===== config.mk =====
export PLATFORM = sky130hd
export DESIGN_NAME = wts_envelope_generator
export DESIGN_NICKNAME = d
export VERILOG_FILES = /design/src/rtl/wts_envelope_generator_pkg.sv /design/src/rtl/wts_env_rate_counter.sv /design/src/rtl/wts_envelope_generator.sv
export SDC_FILE = /design/constraint.sdc
export NUM_CORES = 1
export LEC_CHECK = 0
export ABC_AREA = 0
export CAP_MARGIN = 25
export CORE_ASPECT_RATIO = 1.2
export CORE_UTILIZATION = 41
export CTS_BUF_LIST = sky130_fd_sc_hd__clkbuf_8
export DETAILED_ROUTE_END_ITERATION = 12
export PLACE_DENSITY = 0.7
export SLEW_MARGIN = 10
export SYNTH_ARGS = -nofsm -noshare
export SYNTH_HDL_FRONTEND = slang
export SYNTH_HIERARCHICAL = 1
export SYNTH_SLANG_ARGS = --single-unit

===== constraint.sdc =====
create_clock -name clk -period 5.2 [get_ports clk]
set_input_delay 0.52 -clock clk [delete_from_list [all_inputs] [get_ports clk]]
set_output_delay 0.52 -clock clk [all_outputs]
set_load 0.02 [all_outputs]

===== src/rtl/wts_envelope_generator_pkg.sv =====
// Shared envelope-generator definitions: FSM state encodings and level constants.
package wts_envelope_generator_pkg;

  localparam logic [5:0] LEVEL_MAX  = 6'd63;
  localparam logic [6:0] ENV_BYPASS = 7'h40;

  typedef enum logic [2:0] {
    ST_IDLE    = 3'd0,
    ST_ATTACK  = 3'd1,
    ST_DECAY   = 3'd2,
    ST_SUSTAIN = 3'd3,
    ST_RELEASE = 3'd4
  } env_state_e;

  // States in which releasing the key starts the release phase.
  function automatic logic is_keyed_state(input env_state_e s);
    return (s == ST_ATTACK) || (s == ST_DECAY) || (s == ST_SUSTAIN);
  endfunction

  // States in which the level moves at the programmed rate.
  function automatic logic is_ramp_state(input env_state_e s);
    return (s == ST_ATTACK) || (s == ST_DECAY) || (s == ST_RELEASE);
  endfunction

endpackage


===== src/rtl/wts_env_rate_counter.sv =====
// Per-phase rate divider: one level step every `rate` active ticks, or an
// instant jump when the rate is zero.
module wts_env_rate_counter (
  input  logic       clk,
  input  logic       nreset,
  input  logic       active,
  input  logic       clear,
  input  logic [7:0] rate,
  output logic       step,
  output logic       instant
);

  logic [7:0] count_q, count_d;

  assign instant = (rate == 8'd0);
  // >= rather than == so lowering the rate mid-phase never lets the count run away.
  assign step    = active && !instant && (count_q >= (rate - 8'd1));

  always_comb begin
    count_d = count_q;
    if (active) begin
      if (clear || instant || step) count_d = 8'd0;
      else                          count_d = count_q + 8'd1;
    end
  end

  always_ff @(posedge clk or negedge nreset) begin
    if (!nreset) count_q <= 8'd0;
    else         count_q <= count_d;
  end

endmodule


===== src/rtl/wts_envelope_generator.sv =====
// Per-channel ADSR envelope generator; envelope = {bypass, level[5:0]}.
// state   | meaning
// IDLE    | silent, level 0
// ATTACK  | level rising toward 63
// DECAY   | level falling toward sustain level
// SUSTAIN | level held while key is down
// RELEASE | level falling toward 0 after key-off
module wts_envelope_generator
  import wts_envelope_generator_pkg::*;
(
  input  logic       clk,
  input  logic       nreset,
  input  logic       active,
  input  logic       reg_key_on,
  input  logic       reg_adsr_en,
  input  logic [7:0] reg_ar,
  input  logic [7:0] reg_dr,
  input  logic [5:0] reg_sl,
  input  logic [7:0] reg_rr,
  output logic [6:0] envelope,
  output logic       busy
);

  env_state_e state_q, state_d;
  logic [5:0] level_q, level_d;
  logic       prev_key_q, prev_key_d;
  logic [6:0] envelope_q;
  logic       busy_q;

  logic [7:0] rate;
  logic       step, instant, cnt_clear;
  logic       key_rise, key_off;
  logic [5:0] level_inc, level_dec;

  assign key_rise  = reg_key_on && !prev_key_q;
  assign key_off   = !reg_key_on && is_keyed_state(state_q);
  assign level_inc = (level_q == LEVEL_MAX) ? LEVEL_MAX : level_q + 6'd1;
  assign level_dec = (level_q == 6'd0) ? 6'd0 : level_q - 6'd1;

  always_comb begin
    rate = 8'd0;
    case (state_q)
      ST_ATTACK:  rate = reg_ar;
      ST_DECAY:   rate = reg_dr;
      ST_RELEASE: rate = reg_rr;
      default:    rate = 8'd0;
    endcase
  end

  always_comb begin
    state_d    = state_q;
    level_d    = level_q;
    prev_key_d = prev_key_q;
    if (active) begin
      prev_key_d = reg_key_on;
      // Key events win over any level step in the same tick.
      if (key_rise) begin
        state_d = ST_ATTACK;
      end else if (key_off) begin
        state_d = ST_RELEASE;
      end else begin
        case (state_q)
          ST_IDLE: level_d = 6'd0;
          ST_ATTACK: begin
            if (instant) begin
              level_d = LEVEL_MAX;
              state_d = (reg_sl == LEVEL_MAX) ? ST_SUSTAIN : ST_DECAY;
            end else if (step) begin
              level_d = level_inc;
              if (level_inc == LEVEL_MAX)
                state_d = (reg_sl == LEVEL_MAX) ? ST_SUSTAIN : ST_DECAY;
            end
          end
          ST_DECAY: begin
            if (level_q <= reg_sl) begin
              state_d = ST_SUSTAIN;
            end else if (instant) begin
              level_d = reg_sl;
              state_d = ST_SUSTAIN;
            end else if (step) begin
              level_d = level_dec;
              if (level_dec <= reg_sl) state_d = ST_SUSTAIN;
            end
          end
          ST_SUSTAIN: level_d = level_q;
          ST_RELEASE: begin
            if (level_q == 6'd0) begin
              state_d = ST_IDLE;
            end else if (instant) begin
              level_d = 6'd0;
              state_d = ST_IDLE;
            end else if (step) begin
              level_d = level_dec;
              if (level_dec == 6'd0) state_d = ST_IDLE;
            end
          end
          default: begin
            state_d = ST_IDLE;
            level_d = 6'd0;
          end
        endcase
      end
    end
  end

  assign cnt_clear = key_rise || key_off || (state_d != state_q) || !is_ramp_state(state_q);

  wts_env_rate_counter u_rate (
    .clk     (clk),
    .nreset  (nreset),
    .active  (active),
    .clear   (cnt_clear),
    .rate    (rate),
    .step    (step),
    .instant (instant)
  );

  always_ff @(posedge clk or negedge nreset) begin
    if (!nreset) begin
      state_q    <= ST_IDLE;
      level_q    <= 6'd0;
      prev_key_q <= 1'b0;
    end else begin
      state_q    <= state_d;
      level_q    <= level_d;
      prev_key_q <= prev_key_d;
    end
  end

  // Outputs lag the state by one clock; the bypass flag is not gated by active.
  always_ff @(posedge clk or negedge nreset) begin
    if (!nreset) begin
      envelope_q <= 7'h00;
      busy_q     <= 1'b0;
    end else begin
      envelope_q <= reg_adsr_en ? {1'b0, level_q} : ENV_BYPASS;
      busy_q     <= (state_q != ST_IDLE);
    end
  end

  assign envelope = envelope_q;
  assign busy     = busy_q;

endmodule


== Word level (Yosys, flattened, before mapping) ==
Index checks and enable logic that the tools add are counted.

* Output and inout port bits: 8
* Input port bits: 35
* Logic and storage cells: 79
* Register bits: 26

* Equal/unequal tests: 11
* Multiplexer cells: 29
* $lt $le $gt $ge: 3
* Reduce and logical (&&, ||, !) cells: 23
* $add $sub $neg: 4
* Bitwise gates (word level): 3

{| class="wikitable"
|+ Operators by type and width
! kind !! count
|-
| $mux W6 || 9
|-
| $mux W3 || 14
|-
| $pmux W6 S4 || 1
|-
| $pmux W8 S3 || 1
|-
| $eq A6 B6 Y1 const B || 3
|-
| $le A6 B6 Y1 || 2
|-
| $logic_not A6 Y1 || 2
|-
| $pmux W3 S4 || 1
|-
| $add A8 B1 Y8 const B || 1
|-
| $ge A8 B8 Y1 || 1
|-
| $logic_not A8 Y1 || 1
|-
| $logic_or A1 B1 Y1 || 8
|-
| $mux W8 || 1
|-
| $sub A8 B1 Y8 const B || 1
|-
| $mux W7 || 1
|-
| $reduce_and A7 Y1 || 1
|-
| $add A6 B1 Y6 const B || 1
|-
| $eq A3 B2 Y1 const B || 2
|-
| $sub A6 B1 Y6 const B || 1
|-
| $logic_and A1 B1 Y1 || 4
|-
| $logic_not A1 Y1 || 4
|-
| $ne A2 B2 Y1 const B || 2
|-
| $eq A3 B1 Y1 const B || 1
|-
| $eq A3 B3 Y1 const B || 1
|-
| 7 further kinds || 9
|}

== Longest topological paths before layout ==
* Depth after elaboration: 19
* Depth in mapped cells: 24
* Depth with buffers taken out: 23

== Hierarchy ==
Netlist, hierarchy kept.

{| class="wikitable"
|+ By module, submodules not included
! module !! area each (um2) !! seq. area each (um2) !! times used !! cells an instance
|-
| wts_envelope_generator || 1804.2 || 450.4 || 1 || 237
|-
| wts_env_rate_counter || 753.2 || 200.2 || 1 || 80
|}

== Worst setup path before layout ==
Ideal clock, no wire load.

* Kind: register -> register
* Start point: reg state_q[0]
* End point: reg u_rate.count_q[2]
* Buffers on the path: 2
* Setup time: 80 ps
* Slack: 165 ps
* Stages on the path, launching flop included: 22
* Data arrival time: 4955 ps
* Data required time: 5120 ps
* Clock period less this slack: 5035 ps
* Cells stage by stage: dfrtp_1 > buf_2 > nor2b_1 > buf_2 > a22oi_1 > o21ai_0 > or4_4 > nor4_1 > xnor2_1 > ha_1 > and4_1 > o21ai_0 > or4_4 > nand2_1 > inv_1 > a211oi_1 > a21bo_1 > a32oi_1 > a221o_1 > nor3_1 > nand2_4 > o211ai_2

* Word-level cells in the longest chain between the ends: 19
* Elaborated cells between the ends (all ways): 40
* Classes of those cells: 1 x add/sub; 1 x order compare; 5 x eq/ne; 17 x mux; 16 x reduce/logical

{| class="wikitable"
|+ Ends and longest elaborated chain
! what !! RTL line !! text
|-
| start, declared || wts_envelope_generator.sv:24 || <nowiki>env_state_e state_q, state_d;</nowiki>
|-
| start signal, assigned || wts_envelope_generator.sv:124 || <nowiki>state_q <= state_d;</nowiki>
|-
| $eq A3 B3 Y1 (tied with other cells) || wts_envelope_generator.sv:42 || <nowiki>case (state_q)</nowiki>
|-
| $pmux W8 S3 * || wts_envelope_generator.sv:42 ||
|-
| net rate[2] || wts_envelope_generator.sv:30 || <nowiki>logic [7:0] rate;</nowiki>
|-
| parallel branches: the longest is 3 deep, another holds $sub A8 B1 Y8 || -- ||
|-
| $logic_and A1 B1 Y1 * || wts_env_rate_counter.sv:17 || <nowiki>assign step = active && !instant && (count_q >= (rate - 8'd1));</nowiki>
|-
| net step || wts_envelope_generator.sv:31 || <nowiki>logic step, instant, cnt_clear;</nowiki>
|-
| $mux W3 (on tied branches) || wts_envelope_generator.sv:92, wts_envelope_generator.sv:80 ||
|-
| $mux W3 (on tied branches) || wts_envelope_generator.sv:89, wts_envelope_generator.sv:77 ||
|-
| [2 not listed] || -- ||
|-
| $mux W3 * || wts_envelope_generator.sv:59 || <nowiki>end else if (key_off) begin</nowiki>
|-
| $mux W3 * || wts_envelope_generator.sv:57 || <nowiki>if (key_rise) begin</nowiki>
|-
| $mux W3 * || wts_envelope_generator.sv:54 || <nowiki>if (active) begin</nowiki>
|-
| $ne A3 B3 Y1 * || wts_envelope_generator.sv:106 || <nowiki>assign cnt_clear = key_rise || key_off || (state_d != state_q) || !is_ramp_state(state_q);</nowiki>
|-
| $logic_or A1 B1 Y1 * (2 in a row) || wts_envelope_generator.sv:106 ||
|-
| net cnt_clear || wts_envelope_generator.sv:31 ||
|-
| $logic_or A1 B1 Y1 * (2 in a row) || wts_env_rate_counter.sv:22 || <nowiki>if (clear || instant || step) count_d = 8'd0;</nowiki>
|-
| $mux W8 * || wts_env_rate_counter.sv:22 ||
|-
| end signal, assigned || wts_env_rate_counter.sv:29 || <nowiki>else count_q <= count_d;</nowiki>
|-
| end, declared || wts_env_rate_counter.sv:13 || <nowiki>logic [7:0] count_q, count_d;</nowiki>
|}

Mark *: on every way through the listed nets, which the timed path passes.
A chain may end at the register's enable or synchronous reset.

== Worst setup path in the final report ==
* Start point: reg state_q[1]
* End point: reg u_rate.count_q[6]

Same word-level chain as after synthesis.

==> results.sh <==
export IMPL_postSynthRegisterBits=26
export IMPL_timing_final_ws_setup_ps=381.6
export IMPL_slew_violations=0
export IMPL_ir_worst_vdd_mv=0.2459
export IMPL_post_route_min_period_ps=4818
export IMPL_via_per_inst=5.806
export IMPL_avgSynthCellArea_sq_um=8.068
export IMPL_clkLatencyLatePin_ps=270
export IMPL_total_leakage_power_uw=0.001382
export IMPL_synth_top_area_frac=0.2544
export IMPL_numCtsBuffers=3
export IMPL_dpl_cell_count=440
export IMPL_fp_dieArea_sq_mm=0.006559
export IMPL_cts_hold_buffers=0
export IMPL_synth_warning_count=6
export IMPL_globalplace_congestion=0.9722
export IMPL_worst_r2r_path_depth=22
export IMPL_fmax_mhz=207.5
export IMPL_period_utilization_post_route=0.9266
export IMPL_power_density_mw_per_mm2=475.9
export IMPL_detailroute_via_count=2578
export IMPL_worstSetupStartpointType="flop"
export IMPL_std_cell_rows=31
export IMPL_cpPeakStageDelay_ps=490
export IMPL_syn_inst=317
export IMPL_grt_usage=0.2229
export IMPL_die_w_microns=74.10
export IMPL_worstPathRequired_ps=5390
export IMPL_worst_r2r_endpoint="u_rate/count_q[6]$_DFFE_PN0P_"
export IMPL_crit_path_cell_trace="buf_4, nor3_4, nand2_1, o21ai_0, inv_1, ha_1, nand2_1, nor3_1, xnor2_1, ha_1, and4_1, o21ai_0, or4_4, nand2_1, inv_1, a211oi_1, a21bo_1, a32oi_1, a221o_1, nor3_2, nand2_4, a21oi_1"
export IMPL_multi_input_area_sq_mm=0.001785
export IMPL_floorplan_initialDensity=0.4254
export IMPL_first_pass_grt_wire_length_microns=11340
export IMPL_mappedNetlistNets=376
export IMPL_number_of_antenna_violations_at_the_first_check_in_global_routing=0
export IMPL_critical_path_n_buffers_inverters=3
export IMPL_cts_sink_count=26
export IMPL_cap_viol_max_count=0
export IMPL_final_instance_count_excl_fill=444
export IMPL_worst_setup_hold_path_clk_slew_ps=90
export IMPL_max_slew_worst_pin_slew_ps=731.1
export IMPL_grt_overflow_total=0
export IMPL_origin_of_the_worst_min_delay_path="prev_key_q$_DFFE_PN0P_"
export IMPL_power_total_uw=1530
export IMPL_placedInstanceArea_sq_mm=0.003117
export IMPL_rr_startpoint="state_q[1]$_DFF_PN0_"
export IMPL_drc_errors=0
export IMPL_cts_tree="yes"
export IMPL_port_bufs=42
export IMPL_timing_critical_path_fanout_max=10
export IMPL_run_status="finished clean"
export IMPL_via_count_of_the_first_global_routing_pass=2432
export IMPL_dp_hpwl_microns=5471
export IMPL_yosysSeqAreaShare=0.2544
export IMPL_hold_path_depth=1
export IMPL_layout_cell_area_non_filler_sq_mm=0.003214
export IMPL_grt_setup_unrepaired="no"
export IMPL_drt_wl_total_microns=7027
export IMPL_timing_critical_path_max_delay_family="simple AND/OR/NAND/NOR gates"
export IMPL_drtPass1Iterations=4
export IMPL_n_fill_cell=573
export IMPL_synth_lib_cells_used_distinct=65
export IMPL_synth_largest_area_cell="sky130_fd_sc_hd__dfrtp_1"
export IMPL_synth_enable_flop_cells=0
export IMPL_io_pins=43
export IMPL_synth_area_top_cells="sky130_fd_sc_hd__dfrtp_1, sky130_fd_sc_hd__ha_1, sky130_fd_sc_hd__o21ai_0, sky130_fd_sc_hd__nand2_1, sky130_fd_sc_hd__a21oi_1"
export IMPL_timing_worst_setup_path_type="reg2reg"
export IMPL_critical_path_arrival_ps=5010
export IMPL_n_antenna_cell=0
export IMPL_layout_drive_gt1_share=0.09669
export IMPL_clock_skew_final_ps=7.531
export IMPL_cp_end_kind="flop"
export IMPL_cts_buffer_depth=2
export IMPL_routed_wire_length_per_instance_microns=15.83
export IMPL_route_antenna_remaining_nets=0
export IMPL_timing_final_hold_violations=0
export IMPL_timing_setup_tns_ps=0
export IMPL_timing_max_slew_rel_slack=0.5105
export IMPL_die_span_in_y_microns=88.52
export IMPL_cp_slowest_cell="sky130_fd_sc_hd__or4_4"
export IMPL_synthArstFlopShare=1.000
export IMPL_worst_slack_at_placement_ps=-23.12
export IMPL_yosys_most_used_dff="sky130_fd_sc_hd__dfrtp_1"
export IMPL_h_tree_depth=1
export IMPL_clock_tree_root_cell="sky130_fd_sc_hd__clkbuf_8"
export IMPL_final_net_count=422
export IMPL_crit_top_cell="sky130_fd_sc_hd__nand2_1"
export IMPL_grt_max_degree=27
export IMPL_synth_area_sq_mm=0.002557
export IMPL_layout_area_seq_sq_um=650.6
export IMPL_synth_most_common_cell="sky130_fd_sc_hd__nand2_1"
export IMPL_design_core_area_sq_mm=0.006012
export IMPL_drt_iter0_drc=105
export IMPL_min_path_type="reg2reg"
export IMPL_reg2reg_slack_ps=380
export IMPL_area_growth_syn_to_layout_pct=25.68
export IMPL_setup_viol=0
export IMPL_min_to="prev_key_q$_DFFE_PN0P_"
export IMPL_synth_top_cells_by_count="sky130_fd_sc_hd__nand2_1, sky130_fd_sc_hd__dfrtp_1, sky130_fd_sc_hd__o21ai_0"
[metrics by stage]
stage	utilization	hold WS [ps]
after CTS	0.5307	564.2
after global placement	0.5184	536.8
after global routing	0.5347	595.4
after detailed placement	0.5184	536.5
after floorplan	-	224.4
final	0.5347	558.1
[repair_timing]
action                     CTS  global route
setup endpoints to repair    8             8
resized for setup            1             5
setup buffers                0             0
[worst register-to-register path: cells and delay by family, from the launching register on]
family	cells	cell delay [ps]
AO/OA/AOI/OAI	7	1320
XOR/XNOR	1	120
adder cells (fa/ha/maj)	2	540
buffers and inverters	3	460
flip-flops	1	430
AND/OR/NAND/NOR	9	1880
[registers in the layout, indices dropped and copies added (netlist names)]
signal,cells
prev_key_q,1
envelope,7
state_q,3
level_q,6
busy,1
u_rate/count_q,8
[layout by cell type, fill, tap and decap left out, drive strengths merged, types with 6 or more instances in the layout]
master / n
and3: 7
dfrtp: 26
nand2: 32
inv: 21
buf: 14
nand3: 10
nor3: 9
xor2: 6
clkdlybuf4s50: 42
a21oi: 21
nor2: 18
ha: 24
nand2b: 7
o21ai: 28
xnor2: 8
a22oi: 10
nand4: 6
[final cells by class]
type | instances | share of cell area
clock inverter | 1 | 0.009342
tap | 82 | 0.03192
multi-input combinational | 255 | 0.5555
inverter | 21 | 0.02452
timing repair buffer | 56 | 0.1635
sequential | 26 | 0.2024
clock buffer | 3 | 0.01285
[per-layer routing]
layer,GRT usage,wire length [microns]
met5,0,0
met4,0.08042,163
met3,0.03189,292
met2,0.3950,3551
met1,0.2714,3020
[worst max path at each step]
stage / slack, ps / cells after the start / start / to
floorplan: 160 / 21 / state_q[0]$_DFF_PN0_ / u_rate/count_q[2]$_DFFE_PN0P_
global placement: 140 / 19 / reg_ar[2] / u_rate/count_q[2]$_DFFE_PN0P_
detailed placement: -20 / 21 / state_q[1]$_DFF_PN0_ / u_rate/count_q[6]$_DFFE_PN0P_
CTS: 20 / 21 / state_q[1]$_DFF_PN0_ / u_rate/count_q[6]$_DFFE_PN0P_
global route: 30 / 22 / state_q[1]$_DFF_PN0_ / u_rate/count_q[6]$_DFFE_PN0P_
finish: 380 / 22 / state_q[1]$_DFF_PN0_ / u_rate/count_q[6]$_DFFE_PN0P_
[cells by family (layout without fill, tap and decap cells)]
group           count (synthesis)  after routing  share of synthesized area
mux                             4              4                    0.01663
simple gates                  116            116                     0.2539
flops                          26             26                     0.2544
fa+ha+maj                      24             24                     0.1174
xor+xnor                       14             14                    0.04795
compound gates                 97             97                     0.2520
buf+inv                        36             81                    0.05773
[where the power goes]
| group | total (uW) | switching [uW] | leakage (uW) | internal, uW |
|---|---|---|---|---|
| Clock | 170 | 66.6 | 0.0000357 | 103 |
| Combinational | 1040 | 583 | 0.000999 | 461 |
| Sequential | 316 | 75.1 | 0.000347 | 241 |
(Power assumes the default switching activity.)
